<file path="config.mk">
export PLATFORM = sky130hd
export DESIGN_NAME = nco_tune_controller
export DESIGN_NICKNAME = d
export VERILOG_FILES = /design/src/rtl/nco_tune_controller.sv
export SDC_FILE = /design/constraint.sdc
export NUM_CORES = 1
export LEC_CHECK = 0
export CORE_ASPECT_RATIO = 0.6
export CORE_MARGIN = 1.5
export CORE_UTILIZATION = 37
export DETAILED_ROUTE_END_ITERATION = 12
export PLACE_DENSITY = 0.68
export SETUP_SLACK_MARGIN = 0.4
export SLEW_MARGIN = 20
export SYNTH_ARGS = -nofsm -noshare
export SYNTH_HDL_FRONTEND = slang
export SYNTH_SLANG_ARGS = --single-unit
</file>
<file path="constraint.sdc">
create_clock -name clk -period 12.1 [get_ports clk]
set_clock_uncertainty 0.05 [all_clocks]
set_input_delay 1.21 -clock clk [delete_from_list [all_inputs] [get_ports clk]]
set_output_delay 1.21 -clock clk [all_outputs]
set_load 0.02 [all_outputs]
</file>
<file path="src/rtl/nco_tune_controller.sv">
// nco_tune_controller
// Grants retune requests to the DDC NCO in round-robin order. Each granted
// frequency word is applied either as a phase-continuous linear glide or as
// a hard load with phase clear. The request is acked once the NCO has produced
// SETTLE_CYCLES valid samples at the new frequency.
module nco_tune_controller #(
    parameter int NUM_REQ       = 4,
    parameter int RAMP_SHIFT    = 3,
    parameter int SETTLE_CYCLES = 16
) (
    input  logic                       clk,
    input  logic                       rst,
    input  logic                       run,
    input  logic [NUM_REQ-1:0]         req,
    input  logic [32*NUM_REQ-1:0]      req_freq_word,
    input  logic [NUM_REQ-1:0]         req_phase_reset,
    output logic [NUM_REQ-1:0]         ack,
    output logic                       busy,
    output logic [$clog2(NUM_REQ)-1:0] grant_id,
    output logic [31:0]                nco_frequency_word,
    output logic                       nco_enable,
    output logic                       nco_phase_clear,
    input  logic                       nco_valid
);

    localparam int ID_W  = $clog2(NUM_REQ);
    localparam int SET_W = $clog2(SETTLE_CYCLES + 1);
    localparam int CNT_W = (SET_W > RAMP_SHIFT + 1) ? SET_W : RAMP_SHIFT + 1;
    localparam logic [CNT_W-1:0] RAMP_LAST  = CNT_W'((1 << RAMP_SHIFT) - 1);
    localparam logic [CNT_W-1:0] SETTLE_LD  = CNT_W'(SETTLE_CYCLES);

    typedef enum logic [1:0] {S_IDLE, S_RAMP, S_SETTLE, S_ACK} state_t;

    state_t            state_reg, state_next;
    logic [ID_W-1:0]   ptr_reg, ptr_next;
    logic [ID_W-1:0]   grant_next;
    logic [31:0]       target_reg, target_next;
    logic [31:0]       step_reg, step_next;
    logic [CNT_W-1:0]  cnt_reg, cnt_next;
    logic [31:0]       word_next;
    logic [NUM_REQ-1:0] ack_next;
    logic              busy_next;
    logic              clear_next;

    logic [31:0]       word_arr [NUM_REQ];
    logic [ID_W:0]     base;
    logic [2*NUM_REQ-1:0] rot;
    logic [ID_W-1:0]   pick;
    logic              found;
    logic              hard_load;
    logic [31:0]       delta;

    // Unpack the flat request word bus into one word per requester.
    for (genvar gi = 0; gi < NUM_REQ; gi++) begin : g_word
        assign word_arr[gi] = req_freq_word[32*gi +: 32];
    end

    // Round-robin pick: rotate the request vector so the slot after the
    // pointer sits at bit 0, then take the lowest set bit.
    always_comb begin
        logic [ID_W:0] s;
        s     = '0;
        base  = {1'b0, ptr_reg} + (ID_W+1)'(1);
        rot   = {req, req} >> base;
        pick  = '0;
        found = 1'b0;
        for (int k = NUM_REQ - 1; k >= 0; k--) begin
            if (rot[k]) begin
                s = base + (ID_W+1)'(k);
                if (int'(s) >= NUM_REQ) begin
                    s = s - (ID_W+1)'(NUM_REQ);
                end
                pick  = s[ID_W-1:0];
                found = 1'b1;
            end
        end
        hard_load = req_phase_reset[pick] || (RAMP_SHIFT == 0);
        delta     = word_arr[pick] - nco_frequency_word;
    end

    // State register.
    always_ff @(posedge clk) begin
        if (rst) begin
            state_reg <= S_IDLE;
        end else begin
            state_reg <= state_next;
        end
    end

    // Next-state logic.
    always_comb begin
        state_next = state_reg;
        case (state_reg)
            S_IDLE:   if (found) state_next = hard_load ? S_SETTLE : S_RAMP;
            S_RAMP:   if (cnt_reg == '0) state_next = S_SETTLE;
            S_SETTLE: if (nco_valid && cnt_reg == CNT_W'(1)) state_next = S_ACK;
            default:  state_next = S_IDLE;
        endcase
    end

    // Next values for the registered outputs and datapath.
    always_comb begin
        ptr_next    = ptr_reg;
        grant_next  = grant_id;
        target_next = target_reg;
        step_next   = step_reg;
        cnt_next    = cnt_reg;
        word_next   = nco_frequency_word;
        busy_next   = busy;
        ack_next    = '0;
        clear_next  = 1'b0;
        case (state_reg)
            S_IDLE: begin
                if (found) begin
                    ptr_next    = pick;
                    grant_next  = pick;
                    target_next = word_arr[pick];
                    // Signed delta takes the shortest path around the wrap.
                    step_next   = $signed(delta) >>> RAMP_SHIFT;
                    busy_next   = 1'b1;
                    if (hard_load) begin
                        word_next  = word_arr[pick];
                        clear_next = req_phase_reset[pick];
                        cnt_next   = SETTLE_LD;
                    end else begin
                        cnt_next   = RAMP_LAST;
                    end
                end
            end
            S_RAMP: begin
                if (cnt_reg != '0) begin
                    word_next = nco_frequency_word + step_reg;
                    cnt_next  = cnt_reg - CNT_W'(1);
                end else begin
                    // Final step lands exactly on target, dropping the shift residue.
                    word_next = target_reg;
                    cnt_next  = SETTLE_LD;
                end
            end
            S_SETTLE: begin
                if (nco_valid) begin
                    cnt_next = cnt_reg - CNT_W'(1);
                    if (cnt_reg == CNT_W'(1)) begin
                        ack_next = NUM_REQ'(1) << grant_id;
                    end
                end
            end
            default: begin
                busy_next = 1'b0;
            end
        endcase
    end

    // Output and datapath registers; the NCO enable simply follows run.
    always_ff @(posedge clk) begin
        if (rst) begin
            ptr_reg            <= ID_W'(NUM_REQ - 1);
            grant_id           <= '0;
            target_reg         <= '0;
            step_reg           <= '0;
            cnt_reg            <= '0;
            nco_frequency_word <= '0;
            busy               <= 1'b0;
            ack                <= '0;
            nco_phase_clear    <= 1'b0;
            nco_enable         <= 1'b0;
        end else begin
            ptr_reg            <= ptr_next;
            grant_id           <= grant_next;
            target_reg         <= target_next;
            step_reg           <= step_next;
            cnt_reg            <= cnt_next;
            nco_frequency_word <= word_next;
            busy               <= busy_next;
            ack                <= ack_next;
            nco_phase_clear    <= clear_next;
            nco_enable         <= run;
        end
    end

endmodule

</file>
After elaboration in Yosys (flattened, before gate mapping)

Cells that the tools add are included.

Register bits after elaboration: 111
Output and inout bits: 41
Word-level logic and storage cells: 93
Bits of input ports: 140

Eq/ne operators: 8
Magnitude comparators: 6
$add $sub $neg: 11
Bitwise gates (word level): 7
Multiplexer cells: 34
Reductions and logical operators: 14
Shift operators: 2

Operators with widths:

| cell                                                                  | count |
|---|---|
| 32-bit 2-to-1 mux                                                     | 5 |
| 32-bit binary-select mux with 2-bit select                            | 1 |
| 32-bit one-hot mux with 2 select lines                                | 1 |
| 32-bit adder                                                          | 1 |
| 32-bit subtractor                                                     | 1 |
| 2-bit 2-to-1 mux                                                      | 12 |
| 5-bit 2-to-1 mux                                                      | 4 |
| 3-bit greater-or-equal comparator, second input constant              | 5 |
| 5-bit one-hot mux with 3 select lines                                 | 1 |
| 2-bit != test, second input constant                                  | 5 |
| 3-bit AND reduction                                                   | 3 |
| 8-bit by 3-bit >> shifter with 4-bit output                           | 1 |
| 2-bit by 1-bit subtractor with 2-bit output, second input constant    | 4 |
| 1-bit 2-to-1 mux                                                      | 7 |
| 3-bit by 2-bit adder with 3-bit output, second input constant         | 2 |
| 1-bit NOT                                                             | 6 |
| 2-bit one-hot mux with 3 select lines                                 | 1 |
| 5-bit by 1-bit equality test with 1-bit output, second input constant | 1 |
| 5-bit logical NOT                                                     | 1 |
| 5-bit nonzero test                                                    | 1 |
| 5-bit by 1-bit subtractor with 5-bit output, second input constant    | 1 |
| 2-bit AND reduction                                                   | 2 |
| 4-bit OR reduction                                                    | 1 |
| 1-bit by 2-bit << shifter with 4-bit output, first input constant     | 1 |
| 14 further kinds                                                      | 14 |

Longest topological paths before layout

Depth in word-level cells: 15
Mapped depth: 19
Gate-level depth less buffers: 15

Worst setup path after synthesis

OpenSTA, ideal clock, no wires.

Kind: input-to-reg
Start point: input req[3]
End point: register step_reg[27]
Slack: 6.878 ns
Arrival: 5.050 ns
Path buffers: 4
Stages on the path: 18
Setup time: 0.122 ns
Data required time: 11.928 ns
Cells stage by stage: buf_2 > nand2b_2 > a211oi_1 > buf_2 > clkbuf_1 > clkbuf_1 > nand2_1 > a31oi_1 > ha_1 > a21o_1 > a21o_1 > a211oi_1 > nor3_1 > o32a_1 > o21a_1 > a21o_1 > a21o_1 > a221o_1

Longest elaborated chain between the ends: 10
Elaborated cells on any way between the ends: 15
Classes of those cells: 1 x add/sub; 1 x shift; 11 x mux; 1 x bitwise; 1 x reduce/logical

RTL lines:

| element                                               | line | text |
|---|---|---|
| from (decl)                                           | 14   | `input logic [NUM_REQ-1:0] req,` |
| 8-bit by 3-bit >> shifter with 4-bit output *         | 64   | `rot = {req, req} >> base;` |
| 2-bit 2-to-1 mux (4 in series)                        | 68   | `if (rot[k]) begin` |
| 2-bit NOT with 3-bit output (not written as such)     | 78   | `delta = word_arr[pick] - nco_frequency_word;` |
| 32-bit binary-select mux with 2-bit select            | 78   |  |
| 32-bit 2-to-1 mux (not written as such) (2 in series) | 78   |  |
| 32-bit subtractor                                     | 78   |  |
| to (signal assigned)                                  | 171  | `step_reg <= step_next;` |
| to (decl)                                             | 38   | `logic [31:0] step_reg, step_next;` |

Mark *: on every way between the ends. The rest lies on a longest branch, timed or not. The select of a mux whose other input is x is not followed.
A chain may end at the register's enable or synchronous reset.

Final worst setup path

Start point: input req[1]
End point: register step_reg[27]

The elaborated chain is that of the path after synthesis.

==> flow_summary.ini <==
[layout]
fin_cells = 1706
antenna_cells = 0
nets = 1587
syn_to_final_growth_pct = 26.06
drive_above_1_share_pct = 4.118
fill_cells = 2395
fin_area_um2 = 11390

[clock_tree]
cts_buffers = 9
tritoncts = yes
cts-root-buf = clkbuf_16
htreeDepth = 3
cts_resized = 0
cts_hold_buf = 0
clkSlewWorstSetupHoldPaths_ps = 80
postCtsSetupRepairBufs = 0
cts_buffer_depth = 2
clk_latency_ps = 380
clock_sinks = 111

[hold_path]
min_path_type = flip-flop to flip-flop

[critical_path]
crit_top_cell = a21o_1
cp-start-kind = primary input
cp_max_fo = 60
required_ps = 12320
worst_path_max_delay_cell = o41ai_1
crit_path_end_kind = flip-flop
crit_family = compound AO/OA/AOI/OAI gates
crit_chain = clkdlybuf4s50_1, nor3b_1, a211o_1, buf_4, and2_1, a211oi_1, a31oi_1, ha_1, nor2b_1, o21ai_0, a21oi_1, o41ai_1, a41oi_2, o21a_1, a21o_1, a21o_1, a221o_1
arrival_ps = 6210
worst-setup-path-type = primary input to flip-flop
slowest_delay_ps = 630
critPathBufInv = 2

[timing]
worst_slew_pin_slew_ps = 1069
tns_ps = 0
setup_ws_ps = 6111
hold_viol_final = 0
slew_headroom_pct = 28.74
finalCriticalPeriod_ps = 5989
clock.fmax_ghz = 0.1670
setup_viol = 0
fin_crit_sh_pct = 49.49
slew_violations = 0
grt_setup_unrepaired = false

[global_routing]
track_usage_pct = 25.84
grt_pass1_vias = 8951
grt-ovfl-total = 0
grt_pass1_wl_um = 50000
antenna_found_initial = 0
grt_max_degree = 95

[synth]
synth-xor-area-share_pct = 4.265
synth-edff-count = 0
synthAdderAreaFrac_pct = 9.499
yosys_warnings = 0
synth_compound_area_share_pct = 31.03
synth_area_per_cell_um2 = 7.229
ys_types = 76
yosysTopAreaCellShare_pct = 24.59
async_flop_share_pct = 0
synthSimpleGateAreaFrac_pct = 23.71
synthMuxAreaShare_pct = 1.343
netlist_area_um2 = 9036
yosys.area.top_type = dfxtp_1
synthesis.nets = 1458
synthCells = 1250
ys_top_cells_by_area = dfxtp_1, nand2_1, ha_1
ys_seq_elements = 111
yosysSeqAreaShare_pct = 24.59
synth_ff_type = dfxtp_1
synth_top_family_by_area = compound AO/OA/AOI/OAI gates

[floorplanning]
io_pins = 181
initial_utilization_pct = 37.56
fp.dieW_um = 204.8
fp.dieH_um = 124.1
core_um2 = 24060
rows = 44
dieArea_um2 = 25400

[run]
drv_cap = 0

[place]
placed_area_um2 = 11080
io_buffers = 180
globalplace.congestion = 0.8888
place_inst = 1689
hpwl_um = 24710
post-place-ws_ps = 5860

[pwr]
leakage_uw = 0.004366
ir_worst_vdd_mv = 0.1257
power_density_nw_per_um2 = 297.2

[run_status]
status = finished, final reports clean

[route]
post_drt_wl_per_cell_um = 19.39
drt_iter0_drc = 859
drt_wl_total_um = 33080
vias = 9836
drc = 0
ant_nets = 0
dr.pass1.iters = 5
vias_per_cell = 5.766
synth_stat cells, types with 3 or more instances:
cell      number
o41ai_1        5
a311oi_1       3
nand3_1       21
nor2b_1       10
nor3b_1        6
a21o_1        29
or2_2          4
o21ai_1        3
mux2i_1       11
o21ai_0       52
xor2_1        19
buf_1         10
nor2_1        66
a311o_1        4
a21oi_1      133
o31ai_1        4
a31oi_1       33
nor3_1        29
o21bai_1       5
or4_1          3
buf_2         12
o21a_1         8
ha_1          67
clkbuf_1      53
xnor2_1       25
and3_1         6
inv_1         55
nand3b_1       6
o211ai_1      31
a21boi_0       3
a211oi_1      60
o31a_1         5
o311ai_0       5
nand2b_1      10
dfxtp_1      111
a221o_1        4
nand4_1       12
a211o_1        5
and2_1        34
nor4b_1        3
nand2_1      243
final timing paths:
path	from	end	slack, ps	cells after the start
max	req[1]	step_reg[27]	6110	17
min	target_reg[12]	target_reg[12]	410	2
max reg2reg	ptr_reg[1]	step_reg[27]	7180	16
min reg2reg	target_reg[12]	target_reg[12]	410	2
cell families after synthesis:
kind of cell    Yosys count
buf+inv                 130
xor+xnor                 44
mux                      12
compound gates          419
flops                   111
simple gates            466
fa+ha+maj                68
per-stage QoR:
| step | power (uW) | hold WS, ps | utilization (%) |
|---|---|---|---|
| after floorplan | 2313 | 379.1 | - |
| after global placement | 2971 | 393.0 | 46.04 |
| after detailed placement | 3005 | 397.3 | 46.04 |
| after CTS | 3339 | 408.6 | 47.33 |
| after global routing | 3652 | 425.3 | 47.35 |
| final | 3385 | 408.5 | 47.35 |
worst register-to-register path: cells and delay by family, from the launching register on:
family | cells | cell delay (ps)
flip-flops | 1 | 370
adder cells (fa/ha/maj) | 1 | 310
buffers and inverters | 1 | 450
AO/OA/AOI/OAI | 11 | 2670
AND/OR/NAND/NOR | 3 | 950
layout make-up:
type	count	area (um2)	share of cell area, %
Inverter	55	206.4	1.812
Sequential cell	111	2222	19.51
Timing Repair Buffer	193	1894	16.63
Clock buffer	12	256.5	2.252
Multi-Input combinational cell	1009	6355	55.79
Tap cell	322	402.9	3.537
Clock inverter	4	53.80	0.4723
report_power, final:
| part | internal (uW) | leakage, uW | switching [uW] |
|---|---|---|---|
| clock network | 173 | 0.000145 | 154 |
| registers | 509 | 0.000917 | 133 |
| logic | 917 | 0.00330 | 1500 |
routing by layer:
layer,vias up,track usage [%],part of all wire [%]
met4,0,6.985,1.9
met3,36,7.849,10
met1,4615,36.54,48
met5,-,0,0
li1,4756,-,-
met2,429,37.58,40
layout by cell type (no fill, tap or decap), types with 6 or more instances in the layout:
| master | synthesis | final |
|---|---|---|
| and2_1 | 34 | 34 |
| xor2_1 | 19 | 19 |
| nand3_1 | 21 | 21 |
| mux2i_1 | 11 | 11 |
| nand3b_1 | 6 | 6 |
| ha_1 | 67 | 67 |
| nor2_1 | 66 | 65 |
| nand2_1 | 243 | 243 |
| nand2b_1 | 10 | 9 |
| a21oi_1 | 133 | 133 |
| clkdlybuf4s50_1 | 0 | 179 |
| o21ai_0 | 52 | 52 |
| o211ai_1 | 31 | 31 |
| nor3b_1 | 6 | 6 |
| xnor2_1 | 25 | 25 |
| a31oi_1 | 33 | 33 |
| dfxtp_1 | 111 | 111 |
| nand4_1 | 12 | 12 |
| buf_4 | 0 | 13 |
| inv_1 | 55 | 55 |
| nor2b_1 | 10 | 9 |
| o21a_1 | 8 | 8 |
| a211oi_1 | 60 | 59 |
| a21o_1 | 29 | 29 |
| clkbuf_16 | 0 | 9 |
| nor3_1 | 29 | 28 |
| and3_1 | 6 | 6 |
No activity file was read; power rests on OpenSTA's default activity.
